**src/rtl/pipe_pkg.sv**
```systemverilog
// Shared definitions for the pipeline sequencing controller: FSM state
// encodings, legal stage-count limits and the five-stage core defaults.
package pipe_pkg;

  typedef enum logic [1:0] {
    ST_RUN   = 2'd0,
    ST_DRAIN = 2'd1,
    ST_HALT  = 2'd2,
    ST_STEP  = 2'd3
  } pipe_state_e;

  localparam int STAGES_MIN      = 2;
  localparam int STAGES_MAX      = 16;
  localparam int STAGES_5CORE    = 5;
  localparam int EXC_STAGE_5CORE = 3;

endpackage

```
**src/rtl/pipe_stage_ctrl_if.sv**
```systemverilog
// Bundle between the pipeline controller, its stall/flush sources and the
// datapath pipeline registers. The controller uses the master view.
interface pipe_stage_ctrl_if #(
  parameter int STAGES = 5
) ();

  logic [STAGES-1:0] stall_req;
  logic              exc_flush;
  logic              br_flush;
  logic              drain_req;
  logic              debug_en;
  logic              debug_step;
  logic [STAGES-1:0] stage_en;
  logic [STAGES-1:0] stage_rst;
  logic [STAGES-1:0] stage_valid;
  logic              fetch_en;
  logic              drained;
  logic [1:0]        state;

  modport master (
    input  stall_req, exc_flush, br_flush, drain_req, debug_en, debug_step,
    output stage_en, stage_rst, stage_valid, fetch_en, drained, state
  );

  modport slave (
    output stall_req, exc_flush, br_flush, drain_req, debug_en, debug_step,
    input  stage_en, stage_rst, stage_valid, fetch_en, drained, state
  );

endinterface

```
**src/rtl/edge_sync.sv**
```systemverilog
// Multi-flop synchroniser for an asynchronous input followed by a rising-edge
// detector; emits a one-cycle pulse per synchronised 0->1 transition.
module edge_sync #(
  parameter int SYNC_STAGES = 2
) (
  input  logic clk,
  input  logic rst_n,
  input  logic din,
  output logic pulse
);

  // sync_q[0] is the first capture flop; the extra top bit remembers the
  // previous synchronised value for edge detection.
  logic [SYNC_STAGES:0] sync_q, sync_d;

  // Shift the raw input into the synchroniser chain
  always_comb begin
    sync_d = {sync_q[SYNC_STAGES-1:0], din};
  end

  // Synchroniser and edge-history flops
  always_ff @(posedge clk or negedge rst_n) begin
    if (!rst_n) begin
      sync_q <= '0;
    end else begin
      sync_q <= sync_d;
    end
  end

  assign pulse = sync_q[SYNC_STAGES-1] & ~sync_q[SYNC_STAGES];

endmodule

```
**src/rtl/pipe_stage_ctrl.sv**
```systemverilog
// Pipeline sequencing controller: per-stage load enables, bubble/flush clears
// and valid tracking for an N-stage in-order pipeline, with drain/halt and
// synchronised single-step debug modes.
module pipe_stage_ctrl
  import pipe_pkg::*;
#(
  parameter int STAGES      = STAGES_5CORE,
  parameter int EXC_STAGE   = EXC_STAGE_5CORE,
  parameter int SYNC_STAGES = 2
) (
  input logic               clk,
  input logic               rst,
  pipe_stage_ctrl_if.master bus
);

  pipe_state_e       state_q, state_d;
  logic [STAGES-1:0] valid_q, valid_d;
  logic              pend_q, pend_d;

  logic [STAGES-1:0] hold;
  logic [STAGES-1:0] en_raw;
  logic [STAGES-1:0] rst_raw;
  logic              step_pulse;
  logic              step_fire;
  logic              tick;
  logic              fetch_raw;

  edge_sync #(
    .SYNC_STAGES(SYNC_STAGES)
  ) u_step_sync (
    .clk  (clk),
    .rst_n(rst),
    .din  (bus.debug_step),
    .pulse(step_pulse)
  );

  // A stall request at stage i holds that stage and everything upstream
  always_comb begin : hold_chain
    logic acc;
    acc  = 1'b0;
    hold = '0;
    for (int i = STAGES - 1; i >= 0; i--) begin
      acc     = acc | bus.stall_req[i];
      hold[i] = acc;
    end
  end

  // Advance tick, single-step consumption (one pending step max) and fetch gating
  always_comb begin
    step_fire = (state_q == ST_STEP) & (step_pulse | pend_q) & ~hold[0];
    tick      = (state_q == ST_RUN) | (state_q == ST_DRAIN) | step_fire;
    fetch_raw = ((state_q == ST_RUN) | (state_q == ST_STEP)) & ~bus.drain_req;
    pend_d    = pend_q;
    if (state_q != ST_STEP) begin
      pend_d = 1'b0;
    end else if (step_fire) begin
      pend_d = 1'b0;
    end else if (step_pulse & hold[0]) begin
      pend_d = 1'b1;
    end
  end

  // Enables, bubbles at the stall boundary, and flushes (flush beats stall)
  always_comb begin
    en_raw     = {STAGES{tick}} & ~hold;
    rst_raw    = '0;
    rst_raw[0] = en_raw[0] & ~fetch_raw;
    for (int i = 1; i < STAGES; i++) begin
      rst_raw[i] = en_raw[i] & ~en_raw[i-1];
    end
    if (bus.br_flush) begin
      rst_raw[0] = 1'b1;
    end
    if (bus.exc_flush) begin
      for (int i = 0; i <= EXC_STAGE; i++) begin
        rst_raw[i] = 1'b1;
      end
    end
  end

  // Valid bits: clear on bubble/flush, shift on enable, otherwise hold
  always_comb begin
    valid_d = valid_q;
    if (rst_raw[0]) begin
      valid_d[0] = 1'b0;
    end else if (en_raw[0]) begin
      valid_d[0] = 1'b1;
    end
    for (int i = 1; i < STAGES; i++) begin
      if (rst_raw[i]) begin
        valid_d[i] = 1'b0;
      end else if (en_raw[i]) begin
        valid_d[i] = valid_q[i-1];
      end
    end
  end

  // Mode FSM: drain has priority over debug stepping
  always_comb begin
    state_d = state_q;
    case (state_q)
      ST_RUN: begin
        if (bus.drain_req)     state_d = ST_DRAIN;
        else if (bus.debug_en) state_d = ST_STEP;
      end
      ST_DRAIN: begin
        if (!bus.drain_req)                                 state_d = ST_RUN;
        else if ((valid_q == '0) && (bus.stall_req == '0))  state_d = ST_HALT;
      end
      ST_HALT: begin
        if (!bus.drain_req) state_d = bus.debug_en ? ST_STEP : ST_RUN;
      end
      ST_STEP: begin
        if (bus.drain_req)      state_d = ST_DRAIN;
        else if (!bus.debug_en) state_d = ST_RUN;
      end
      default: state_d = ST_RUN;
    endcase
  end

  // Control state registers
  always_ff @(posedge clk or negedge rst) begin
    if (!rst) begin
      state_q <= ST_RUN;
      valid_q <= '0;
      pend_q  <= 1'b0;
    end else begin
      state_q <= state_d;
      valid_q <= valid_d;
      pend_q  <= pend_d;
    end
  end

  // While reset is held the datapath sees all stages cleared and frozen
  assign bus.stage_en    = rst ? en_raw : '0;
  assign bus.stage_rst   = rst ? rst_raw : '1;
  assign bus.fetch_en    = rst & fetch_raw;
  assign bus.stage_valid = valid_q;
  assign bus.drained     = (state_q == ST_HALT);
  assign bus.state       = state_q;

endmodule

```
**src/flat_wrapper.sv**
```systemverilog
// flat-port wrapper written by rule: the top's interface ports become plain ports
module pipe_stage_ctrl_flat import pipe_pkg::*;
#(
  parameter int STAGES      = STAGES_5CORE,
  parameter int EXC_STAGE   = EXC_STAGE_5CORE,
  parameter int SYNC_STAGES = 2
)
  (clk, rst, bus_stall_req, bus_exc_flush, bus_br_flush, bus_drain_req, bus_debug_en, bus_debug_step, bus_stage_en, bus_stage_rst, bus_stage_valid, bus_fetch_en, bus_drained, bus_state);
  pipe_stage_ctrl_if #(.STAGES(STAGES)) bus_i ();
  input logic clk;
  input logic rst;
  input wire logic [$bits(bus_i.stall_req)-1:0] bus_stall_req;
  input wire logic [$bits(bus_i.exc_flush)-1:0] bus_exc_flush;
  input wire logic [$bits(bus_i.br_flush)-1:0] bus_br_flush;
  input wire logic [$bits(bus_i.drain_req)-1:0] bus_drain_req;
  input wire logic [$bits(bus_i.debug_en)-1:0] bus_debug_en;
  input wire logic [$bits(bus_i.debug_step)-1:0] bus_debug_step;
  output wire logic [$bits(bus_i.stage_en)-1:0] bus_stage_en;
  output wire logic [$bits(bus_i.stage_rst)-1:0] bus_stage_rst;
  output wire logic [$bits(bus_i.stage_valid)-1:0] bus_stage_valid;
  output wire logic [$bits(bus_i.fetch_en)-1:0] bus_fetch_en;
  output wire logic [$bits(bus_i.drained)-1:0] bus_drained;
  output wire logic [$bits(bus_i.state)-1:0] bus_state;
  assign bus_i.stall_req = bus_stall_req;
  assign bus_i.exc_flush = bus_exc_flush;
  assign bus_i.br_flush = bus_br_flush;
  assign bus_i.drain_req = bus_drain_req;
  assign bus_i.debug_en = bus_debug_en;
  assign bus_i.debug_step = bus_debug_step;
  assign bus_stage_en = bus_i.stage_en;
  assign bus_stage_rst = bus_i.stage_rst;
  assign bus_stage_valid = bus_i.stage_valid;
  assign bus_fetch_en = bus_i.fetch_en;
  assign bus_drained = bus_i.drained;
  assign bus_state = bus_i.state;
  pipe_stage_ctrl #(.STAGES(STAGES), .EXC_STAGE(EXC_STAGE), .SYNC_STAGES(SYNC_STAGES)) u_core (.clk(clk), .rst(rst), .bus(bus_i));
endmodule
```
**config.mk**
```make
export PLATFORM = sky130hd
export DESIGN_NAME = pipe_stage_ctrl_flat
export DESIGN_NICKNAME = d
export VERILOG_FILES = /design/src/rtl/pipe_pkg.sv /design/src/rtl/pipe_stage_ctrl_if.sv /design/src/rtl/edge_sync.sv /design/src/rtl/pipe_stage_ctrl.sv /design/src/flat_wrapper.sv
export SDC_FILE = /design/constraint.sdc
export NUM_CORES = 1
export LEC_CHECK = 0
export CAP_MARGIN = 20
export CORE_MARGIN = 2
export CORE_UTILIZATION = 53
export CTS_CLUSTER_SIZE = 40
export DETAILED_ROUTE_END_ITERATION = 8
export DONT_BUFFER_PORTS = 1
export PLACE_DENSITY = 0.77
export SYNTH_ARGS = -nofsm -noshare
export SYNTH_HDL_FRONTEND = slang
export SYNTH_SLANG_ARGS = --single-unit
```
**constraint.sdc**
```tcl
create_clock -name clk -period 1.7 [get_ports clk]
set_input_delay 0.255 -clock clk [delete_from_list [all_inputs] [get_ports clk]]
set_output_delay 0.255 -clock clk [all_outputs]
set_load 0.03 [all_outputs]
```
==> results of run 1 <==
## stage by stage
stage	power, mW	utilization, %	cell area [um^2]	hold slack [ns]
floorplan	0.911	-	815	-0.0406
global placement	1.11	72.4	942	-0.0403
detailed placement	1.12	72.4	942	-0.0402
CTS	1.55	87.8	1140	0.00137
global route	1.86	93.3	1210	0.0529
finish	1.81	93.3	1210	0.0540
## sequential cells by signal, summed over array words and instances, names as in the netlist
signal	cells
u_core.bus.stage_valid	5
u_core.u_step_sync.sync_q	3
u_core.bus.state	2
u_core.pend_q	1
## cells in the final DEF, fill, tap and decap left out, types with 3 or more instances in the layout
cell type  instances
buf_4             23
dfrtp_1            8
nor2_1             5
inv_1              4
ha_4               4
nor2_2             3
nor3_1             3
nand2b_1           3
a41o_1             3
mux2i_1            3
clkbuf_4           3
dfrtp_2            3
## metal layers
metal | wire [um] | GRT usage, % | share of wire (%) | vias to the layer above
li1 | - | - | - | 345
met4 | 108 | 16.1 | 3.5 | 0
met5 | 0 | 0 | 0 | -
met2 | 1680 | 55.3 | 55 | 53
met1 | 1070 | 34.1 | 35 | 405
met3 | 220 | 5.65 | 7.1 | 11
## power by group
part	internal [mW]	switching (mW)	leakage (nW)	total, mW
registers	0.300	0.0646	0.139	0.365
logic	0.580	0.674	0.391	1.25
clock network	0.0911	0.0984	0.0150	0.190
## synth_stat cells, types with 3 or more instances
cell,number
ha_1,5
nor3_1,4
nor2_1,10
a41o_1,3
dfrtp_1,11
inv_1,6
a21oi_1,4
o21ai_0,3
nand2b_1,3
mux2i_1,3
nand2_1,3
## worst max-delay path: stages (launching register included)
cell and delay [ns]:
dfrtp_1 0.40, nor2b_1 0.29, o21ai_4 0.13, o21ai_4 0.18, nand2_4 0.10, nor3_4 0.16
buf_12 0.15
## layout make-up
type / count / area (um^2)
well taps: 15 / 18.8
clock buffers: 4 / 26.3
repair buffers: 28 / 235
flip-flops and latches: 11 / 279
fillers: 44 / 87.6
multi-input cells: 60 / 627
inverters: 6 / 27.5
## repair_timing
action | 4_1_cts | 5_1_grt
gates cloned | 0 | 0
setup buffers | 7 | 3
pin swaps | 15 | 7
endpoints found under the hold margin | 11 | 1
hold buffers | 1 | 1
setup endpoints to repair | 14 | 16
gates resized for setup | 28 | 10
## kinds of logic (layout without fill, tap and decap cells)
kind of cell | after synthesis | after routing | share of synthesized area (%)
buffers and inverters | 8 | 38 | 5.03
adder cells (fa/ha/maj) | 5 | 5 | 8.39
multiplexers | 4 | 4 | 6.04
AND/OR/NAND/NOR | 30 | 30 | 21.6
AO/OA/AOI/OAI | 21 | 21 | 22.0
flip-flops | 11 | 11 | 36.9
## worst min path at each step
| stage | start | endpoint | cells after the start |
|---|---|---|---|
| global placement | rst | u_core.u_step_sync.sync_q[0] | 0 |
| detailed placement | rst | u_core.bus.stage_valid[0] | 0 |
| global route | bus_br_flush | u_core.bus.stage_valid[0] | 1 |
| finish | bus_br_flush | u_core.bus.stage_valid[0] | 1 |
| CTS | bus_debug_step | u_core.u_step_sync.sync_q[0] | 0 |
| floorplan | rst | u_core.bus.stage_valid[0] | 0 |
==> flow_summary.ini, run 1 <==
[place]
place_ws_ns = -0.172
dp.cells = 108
gp_congestion = 0.794
numPortBuffers = 0
hpwl_um = 1380

[worst_setup_path]
cp.arrival_ns = 1.69
crit_start = u_core.u_step_sync.sync_q[1]
r2r_start = u_core.bus.stage_valid[2]
start_kind = register
critPathCaptureType = output port
critPathRequiredTime_ns = 1.44
r2r_end = u_core.bus.state[1]
r2r_slack_ns = -0.10
criticalPathCategory = register to output port
reg2reg_depth = 4
crit_path_end = bus_stage_en[3]
path_max_fanout = 4

[timing]
period_share_pct = 114
rsz0062_at_grt = yes
fin_ws_ns = -0.243
setup_viol = 14
period_minus_slack_ns = 1.94
hold_viol = 0
worstMarginPinSlew_ns = 0.497
relSlewSlack_pct = 66.8
setup_tns_ns = -1.52
fin_skew_ns = 0.00932
maxSlewViolCount = 0
timing.fmax_mhz = 515

[clocking]
clk_pin_slew_worst_paths_ns = 0.08
htreeDepth = 1
cts_buffers = 3
cts.sinks = 11
cts_tree = yes
clockBufferDepth = 2
cts-root-buf = clkbuf_4
clk_latency_ns = 0.28

[floorplan]
initial_core_util_pct = 57.3
die_y_um = 41.5
coreArea_mm2 = 0.00130
placementRows = 13
die_area_mm2 = 0.00172
die_w_um = 41.5
ios = 31

[detailed_routing]
via_count = 814
wirelength_um = 3080
ant_nets = 0
drtIter0Drc = 20
avgRoutedWirePerCell_um = 24.8
drc = 0
routed_via_density = 6.56
firstDrtPassIters = 4

[status]
status = finished, violations left
violations = setup timing

[synth]
synth_edf_count = 0
synthCells = 79
synth_nets = 96
ys_seq_elements = 11
ys_top_cells_by_area = dfrtp_1, ha_1, nor2_1
async_reset_ff_share_pct = 100
synth_cell_types = 30
synth_top_area_share_pct = 36.9
synth_ff_type = dfrtp_1
synth_area_um2 = 746
seq_area_frac_synth_pct = 36.9
synth_area_leader_cell = dfrtp_1
syn_area_per_cell_um2 = 9.44
synth_warnings = 0

[cells_and_area]
layout-drive-gt1-share_pct = 60.6
antenna_cells = 0
areaGrowthSynthToFinish_pct = 62.8
fin_nets = 127
layoutNonFillerInstCount = 124

[power]
leakagePower_nw = 0.545
powerDensity_mw_per_mm2 = 1490
peakVddDrop_v = 0.000969

[min_path]
hold_path.class = input port to register

[global_routing]
grt_max_degree = 12
grt_overflow_total = 0
grt_pass1_wl_um = 3950
grt_pass1_vias = 833
antenna_found_initial = 0
track_usage_pct = 30.8

[job]
maxCapViolations = 0
(Power assumes the default switching activity.)
==> inputs of run 2 (changes only) <==
Settings changed: CTS_BUF_LIST from default to sky130_fd_sc_hd__clkbuf_16.
==> flow_summary.ini, run 2 (same netlist as run 1, synthesis figures left out) <==
[global_routing]
grt_pass1_wl_um = 3910
antenna_found_initial = 0
grt_pass1_vias = 808
grt_max_degree = 12
grt_overflow_total = 0
track_usage_pct = 30.4

[timing]
fin_skew_ns = 0.00128
maxSlewViolCount = 0
fin_ws_ns = -0.129
setup_viol = 12
rsz0062_at_grt = yes
timing.fmax_mhz = 547
period_minus_slack_ns = 1.83
worstMarginPinSlew_ns = 0.501
relSlewSlack_pct = 66.5
period_share_pct = 108
hold_viol = 0

[clocking]
clk_latency_ns = 0.24
clockBufferDepth = 2
cts_buffers = 3
clk_pin_slew_worst_paths_ns = 0.04
cts.sinks = 11
cts-root-buf = clkbuf_16
cts_tree = yes
htreeDepth = 1

[detailed_routing]
drc = 0
avgRoutedWirePerCell_um = 20.9
routed_via_density = 6.32
ant_nets = 0
via_count = 739
firstDrtPassIters = 4
drtIter0Drc = 22
wirelength_um = 2450

[power]
pwr-share-clk_pct = 23.3
powerDensity_mw_per_mm2 = 1550
pwr-share-comb_pct = 56.8
peakVddDrop_v = 0.00101
switching_power_mw = 0.754
power.share.sequential_pct = 20.0
p_int_mw = 1.07
switching_share_pct = 41.4
leakagePower_nw = 0.532

[place]
dp.cells = 108
place_area_um2 = 942
hpwl_um = 1380
gp_congestion = 0.794
numPortBuffers = 0

[status]
violations = setup timing
status = finished, violations left

[cells_and_area]
final_cell_mix = buf_4, dfrtp_1, nor2_1
antenna_cells = 0
fin_nets = 120
areaGrowthSynthToFinish_pct = 57.9
layout_commonest_cell = buf_4
largest_reg_flops = 5
layoutNonFillerInstCount = 117
final_cell_area_mm2 = 0.00118
layout-drive-gt1-share_pct = 53.9

[worst_setup_path]
cp_num_buf_inv = 1
critPathCaptureType = output port
path_max_fanout = 4
cp.arrival_ns = 1.57
slowest_stage = or3_4
start_kind = input port
criticalPathCategory = input port to output port
critPathRequiredTime_ns = 1.44
crit_family = simple AND/OR/NAND/NOR gates
critPathMostFrequentCell = or3_4
path_cells = or3_4 -> or3_4 -> o21ai_4 -> nand2_4 -> nor3_4 -> buf_12
crit_path_max_incr_delay_ns = 0.38

[floorplan]
die_w_um = 41.5
coreArea_mm2 = 0.00130
initial_core_util_pct = 57.3
placementRows = 13
ios = 31
die_y_um = 41.5
die_area_mm2 = 0.00172

[job]
maxCapViolations = 0

[min_path]
hold_path.class = input port to register
==> run 2: path summary, 6_finish.rpt <==
kind	startpoint	endpoint	slack [ns]	cells after the start
hold reg to reg	u_core.u_step_sync.sync_q[0]	u_core.u_step_sync.sync_q[1]	0.35	0
min in group asynchronous	rst	u_core.bus.stage_valid[3]	0.43	1
setup / recovery	bus_stall_req[2]	bus_stage_en[3]	-0.13	6
setup reg to reg	u_core.bus.stage_valid[2]	u_core.bus.state[1]	-0.04	4
max in group asynchronous	rst	u_core.bus.state[0]	0.91	1
hold / removal	bus_debug_step	u_core.u_step_sync.sync_q[0]	0.04	0
==> run 2: metal layers <==
metal | vias up | track usage [%] | wire length, um
met2 | 36 | 49.1 | 1300
met1 | 365 | 38.7 | 894
met5 | - | 0 | 0
met3 | 6 | 8.70 | 208
li1 | 332 | - | -
met4 | 0 | 11.0 | 42
==> run 2: metrics by stage <==
stage               util (%)  total power, mW  setup TNS [ns]  hold slack [ns]  worst slack [ns]
finish                  90.5             1.82          -0.736           0.0448            -0.129
global route            90.5             1.90           -1.17           0.0414            -0.161
CTS                     88.8             1.74          -0.347           0.0435            -0.102
detailed placement      72.4             1.12          -0.763          -0.0402            -0.172
global placement        72.4             1.11          -0.604          -0.0403            -0.161
floorplan                  -            0.911           -1.50          -0.0406            -0.297
==> run 2: timing repair <==
item | CTS | global route
pin swaps | 12 | 7
gates resized for setup | 25 | 6
setup buffers | 4 | 1
hold endpoints to repair | 11 | 0
hold buffers | 1 | 0
gates cloned | 0 | 0
setup endpoints to repair | 14 | 16
==> run 2: power by group through the flow <==
stage / Clock, mW / Sequential (mW) / Combinational [mW]
finish: 0.423 / 0.363 / 1.03
global route: 0.436 / 0.370 / 1.09
CTS: 0.426 / 0.356 / 0.957
detailed placement: 0 / 0.331 / 0.791
global placement: 0 / 0.328 / 0.777
floorplan: 0 / 0.381 / 0.530
==> run 2: layout make-up <==
type / instances / area [um^2]
inverters: 6 / 27.5
fillers: 56 / 124
clock inverters: 1 / 3.75
well taps: 15 / 18.8
clock buffers: 3 / 75.1
repair buffers: 21 / 176
flip-flops and latches: 11 / 279
multi-input cells: 60 / 597
==> run 2: worst reg2reg max path, cell delays in order (launching register included) <==
cell	delay (ns)
dfrtp_1	0.38
or4_4	0.55
o311ai_4	0.22
o211ai_2	0.14
mux2_4	0.32
